===== src/rtl/aes_key_sched_ctrl.sv =====
// aes_key_sched_ctrl: AES-128 key expansion, one round per clock, into an 11-entry
// round-key file with a registered read port.
module aes_key_sched_ctrl (
    input  logic         clk,
    input  logic         rst,
    input  logic         start,
    input  logic [127:0] key_in,
    output logic         ready,
    output logic         busy,
    output logic         done,
    output logic         keys_valid,
    input  logic         rd_en,
    input  logic [3:0]   rd_addr,
    output logic [127:0] rd_key,
    output logic         rd_valid
);
    localparam logic [2047:0] SBOX = {
        128'h637c777bf26b6fc53001672bfed7ab76, 128'hca82c97dfa5947f0add4a2af9ca472c0,
        128'hb7fd9326363ff7cc34a5e5f171d83115, 128'h04c723c31896059a071280e2eb27b275,
        128'h09832c1a1b6e5aa0523bd6b329e32f84, 128'h53d100ed20fcb15b6acbbe394a4c58cf,
        128'hd0efaafb434d338545f9027f503c9fa8, 128'h51a3408f929d38f5bcb6da2110fff3d2,
        128'hcd0c13ec5f974417c4a77e3d645d1973, 128'h60814fdc222a908846eeb814de5e0bdb,
        128'he0323a0a4906245cc2d3ac629195e479, 128'he7c8376d8dd54ea96c56f4ea657aae08,
        128'hba78252e1ca6b4c6e8dd741f4bbd8b8a, 128'h703eb5664803f60e613557b986c11d9e,
        128'he1f8981169d98e949b1e87e9ce5528df, 128'h8ca1890dbfe6426841992d0fb054bb16
    };
    localparam logic [79:0] RCON = 80'h01020408102040801b36;

    typedef enum logic {IDLE, EXPAND} state_t;

    state_t         r_state;
    logic           r_ready, r_busy, r_done, r_keys_valid, r_rd_valid;
    logic [127:0]   r_rk [0:10];
    logic [127:0]   r_cur, r_rd_key;
    logic [3:0]     r_rnd;
    logic [79:0]    w_rsh;
    logic [7:0]     w_rcon;
    logic [31:0]    w_rot, w_tmp, w_n0, w_n1, w_n2, w_n3;
    logic [127:0]   w_nxt;
    logic           w_rd_ok;

    // Byte b lives at SBOX[8*(255-b) +: 8], and 255-b is simply ~b.
    function automatic logic [7:0] sbox(input logic [7:0] b);
        return SBOX[{~b, 3'b000} +: 8];
    endfunction

    assign w_rsh  = RCON >> {4'd10 - r_rnd, 3'b000};
    assign w_rcon = w_rsh[7:0];
    assign w_rot  = {r_cur[23:0], r_cur[31:24]};
    assign w_tmp  = {sbox(w_rot[31:24]) ^ w_rcon, sbox(w_rot[23:16]), sbox(w_rot[15:8]), sbox(w_rot[7:0])};
    assign w_n0   = r_cur[127:96] ^ w_tmp;
    assign w_n1   = r_cur[95:64] ^ w_n0;
    assign w_n2   = r_cur[63:32] ^ w_n1;
    assign w_n3   = r_cur[31:0] ^ w_n2;
    assign w_nxt  = {w_n0, w_n1, w_n2, w_n3};
    assign w_rd_ok = rd_en & r_keys_valid & (rd_addr <= 4'd10);

    always_ff @(posedge clk) begin
        if (rst) begin
            r_state      <= IDLE;
            r_ready      <= 1'b1;
            r_busy       <= 1'b0;
            r_done       <= 1'b0;
            r_keys_valid <= 1'b0;
            r_rd_valid   <= 1'b0;
            r_rd_key     <= '0;
            r_cur        <= '0;
            r_rnd        <= '0;
            for (int i = 0; i < 11; i++) r_rk[i] <= '0;
        end else begin
            r_done     <= 1'b0;
            r_rd_valid <= w_rd_ok;
            r_rd_key   <= w_rd_ok ? r_rk[rd_addr] : '0;
            if (r_state == IDLE) begin
                if (start) begin
                    r_rk[0]      <= key_in;
                    r_cur        <= key_in;
                    r_rnd        <= 4'd1;
                    r_keys_valid <= 1'b0;
                    r_state      <= EXPAND;
                    r_ready      <= 1'b0;
                    r_busy       <= 1'b1;
                end
            end else begin
                r_rk[r_rnd] <= w_nxt;
                r_cur       <= w_nxt;
                if (r_rnd == 4'd10) begin
                    r_done       <= 1'b1;
                    r_keys_valid <= 1'b1;
                    r_state      <= IDLE;
                    r_ready      <= 1'b1;
                    r_busy       <= 1'b0;
                end else begin
                    r_rnd <= r_rnd + 4'd1;
                end
            end
        end
    end

    assign ready      = r_ready;
    assign busy       = r_busy;
    assign done       = r_done;
    assign keys_valid = r_keys_valid;
    assign rd_valid   = r_rd_valid;
    assign rd_key     = r_rd_key;
endmodule

===== config.mk =====
export PLATFORM = sky130hd
export DESIGN_NAME = aes_key_sched_ctrl
export DESIGN_NICKNAME = d
export VERILOG_FILES = /design/src/rtl/aes_key_sched_ctrl.sv
export SDC_FILE = /design/constraint.sdc
export NUM_CORES = 2
export LEC_CHECK = 0
export BUFFER_PORTS_ARGS = -buffer_cell sky130_fd_sc_hd__buf_2
export CAP_MARGIN = 10
export CORE_MARGIN = 3
export CORE_UTILIZATION = 30
export DETAILED_ROUTE_END_ITERATION = 8
export PLACE_DENSITY = 0.42
export RECOVER_POWER = 25
export SYNTH_ARGS = -nofsm -noshare
export SYNTH_HDL_FRONTEND = slang
export SYNTH_SLANG_ARGS = --single-unit

===== constraint.sdc =====
create_clock -name clk -period 19.94 [get_ports clk]
set_clock_uncertainty 0.2 [all_clocks]
set_input_delay 2.991 -clock clk [delete_from_list [all_inputs] [get_ports clk]]
set_output_delay 2.991 -clock clk [all_outputs]
set_load 0.005 [all_outputs]

==> impl_metrics.csv <==
group,metric,value,unit
logic_synthesis,synth_xor_area_frac,0.02112,
sta,relSlewSlack,-3.515,
logic_synthesis,synth-edff-count,1920,
power,power,0.01807,W
floorplan,initial_core_util,0.3024,
finish,mostFrequentLayoutCells,"edfxtp_1 (1920), nor2_1 (1326), mux4_2 (670)",
finish,final_nets,8473,
routing,antenna_left,0,
floorplan,rows,221,
clock_network,root_buffer,"clkbuf_16",
sta,slew_violations,1432,
power,clockPowerShare,0.255,
global_route,grt_overflow_total,0,
placement,post-dp-hpwl,285400,um
finish,final_common_cell,"edfxtp_1",
critical_path,cp.arrival,14120,ps
critical_path,cp.required,20330,ps
routing,drc,0,
finish,area_growth,12.63,%
clock_network,cts_tree,"done",
floorplan,ioPinCount,269,
clock_network,ctsHoldBuffers,0,
placement,port_buffers,268,
run_status,violations,"capacitance limit, slew limit",
floorplan,die_h,611.4,um
power,comb_power_share,0.411,
routing,vias_per_cell,5.673,
sta,final.setup.tns,0,ps
logic_synthesis,ys_dominant_reg_cell,"edfxtp_1",
routing,drtIter0Drc,9029,
logic_synthesis,syn_inst,8289,
logic_synthesis,ys_types,115,
global_route,track_usage,0.2407,
routing,drt-total-wl,461200,um
placement,dp_slack,11390,ps
clock_network,cts_sinks,2314,
sta,postLayoutSetupSlackWorst,6212,ps
global_route,antenna_found_initial,32,
power,intPower,0.01040,W
critical_path,critPathKind,"in -> reg",
critical_path,critical_path_peak_fanout,40,
global_route,grt_pass1_vias,74150,
logic_synthesis,synth-seq-area-share,0.5961,
routing,vias,75410,
logic_synthesis,synth_top_area_cell,"edfxtp_1",
floorplan,core,0.3636,mm2
clock_network,postCtsResizedCells,0,
power,swShare,0.4244,
routing,firstDrtPassIters,7,
power,p_leak,42.40,nW
logic_synthesis,synth_compound_area_frac,0.08651,
hold_path,holdCritStartpoint,"r_cur[65]",
run,max_cap_violations,42,
clock_network,clock_latency,960,ps
clock_network,postCtsSetupBuffers,0,
clock_network,htreeDepth,4,
power,irDropWorstVdd,0.1180,mV
logic_synthesis,synthAdderAreaFrac,0.007511,
sta,fin_worst_hold_slack,251.7,ps
critical_path,r2r_start,"r_state",
global_route,grt_max_degree,129,
sta,min_period,13730,ps
logic_synthesis,synthSimpleGateAreaFrac,0.1070,
hold_path,min_path_type,"reg -> reg",
clock_network,cts_made_buffers,249,
logic_synthesis,async_flop_share,0,
power,cellPowerDensity,145.9,mW/mm2
logic_synthesis,syn_nets,8491,
clock_network,clockBufferDepth,4,
logic_synthesis,yosys-mux-area-fraction,0.1461,
run_status,status,"finished, violations left",
logic_synthesis,synth_top_family_by_area,"multiplexers",
sta,hold_violations,0,
finish,final_core_util,0.3406,
finish,drive_above_1_share,0.1843,
floorplan,die_area,0.3738,mm2
routing,wl_per_cell,34.70,um
floorplan,chipWidth,611.4,um
power,p_switching,0.007666,W
sta,fmax,0.07284,GHz
logic_synthesis,synth_area_leaders,"edfxtp_1 (52%), mux4_2 (14%), dfxtp_1 (7.2%)",
critical_path,endpoint_kind,"flip-flop",
power,seq_power_share,0.333,
global_route,grt_pass1_wl,632500,um
logic_synthesis,synth-seq-cells,2314,
sta,rsz0062_at_grt,"false",
logic_synthesis,avgSynthCellArea,13.26,um2
logic_synthesis,syn-cell-area,0.1099,mm2
sta,post-route-period-util,0.6885,
sta,tightestPinTransition,6772,ps
clock_network,clkTransAtPathRegs,60,ps
critical_path,start_kind,"input port",
logic_synthesis,synth_top_area_frac,0.5244,
sta,setup_viol,0,
logic_synthesis,yosys_warnings,0,
critical_path,startpoint,"rst",
placement,gp_congestion,0.9311,
Yosys cell counts (25+ instances only):
cell type,instances
inv_1,150
buf_4,29
and2_1,32
nor4_1,30
nor2_1,1328
a2111oi_0,26
xor2_1,46
ha_1,66
mux2_2,32
mux4_2,670
nor3_1,113
or2_2,25
a211oi_1,84
and3_1,32
dfxtp_1,394
xnor2_1,89
xnor3_1,27
nor2b_1,238
clkbuf_1,501
or3_1,34
edfxtp_1,1920
mux2i_1,57
a21oi_1,328
a31oi_1,52
nand2b_1,107
buf_1,74
a311oi_1,52
nand2_1,480
o21ai_0,327
a22oi_1,54
o211ai_1,58
nand3_1,105
o311ai_0,37
buf_2,177
state kept, by name, summed over array words and instances (netlist names):
signal / flops
r_state: 1
rd_key: 128
ready: 1
r_cur: 128
keys_valid: 1
r_rk: 2048
r_rnd: 4
rd_valid: 1
done: 1
busy: 1
stage by stage:
step	std cells	instance area, um2
3_5_place_dp	12810	116400
4_1_cts	13280	124300
2_1_floorplan	8289	109900
5_1_grt	13290	123800
6_report	13290	123800
3_3_place_gp	12810	116300
kinds of logic after synthesis:
family / Yosys count
adder cells (fa/ha/maj): 66
buffers and inverters: 946
multiplexers: 762
AO/OA/AOI/OAI: 1393
XOR/XNOR: 188
flip-flops: 2314
AND/OR/NAND/NOR: 2620
path summary, 6_finish.rpt:
kind | end | slack [ps] | cells past startpoint
setup reg to reg | r_rk[8][87] | 10340 | 7
hold reg to reg | r_cur[65] | 250 | 2
setup / recovery | r_rk[6][100] | 6210 | 7
hold / removal | r_cur[65] | 250 | 2
worst max-delay path, cell delays in order:
cell and delay [ps]:
clkbuf_1 2350, clkinvlp_2 2550, nand2_1 1720, or3_1 1410, clkbuf_1 2080, buf_4 830
nor2_1 100
layer usage:
metal / wire length [um] / track usage / part of all wire / vias up
li1: - / - / - / 31300
met1: 193800 / 0.3292 / 0.42 / 40080
met2: 215100 / 0.3873 / 0.47 / 3409
met3: 32490 / 0.03531 / 0.070 / 610
met4: 19830 / 0.08851 / 0.043 / 6
met5: 32 / 0 / 0.000069 / -
power groups by stage:
stage	Sequential, W	Clock (W)	Combinational [W]
floorplan	0.00589	0	0.00406
global placement	0.00610	0	0.00735
detailed placement	0.00611	0	0.00734
CTS	0.00601	0.00472	0.00736
global route	0.00604	0.00489	0.00771
finish	0.00602	0.00461	0.00743
cell type report:
cell class | count | area [um2]
Antenna cell | 15 | 37.54
Clock buffer | 341 | 6918
Clock inverter | 122 | 1059
Fill cell | 35440 | 239800
Inverter | 160 | 609.3
Multi-Input combinational cell | 5029 | 40610
Sequential cell | 2314 | 65590
Tap cell | 4794 | 5998
Timing Repair Buffer | 517 | 3015
(Power assumes the default switching activity.)
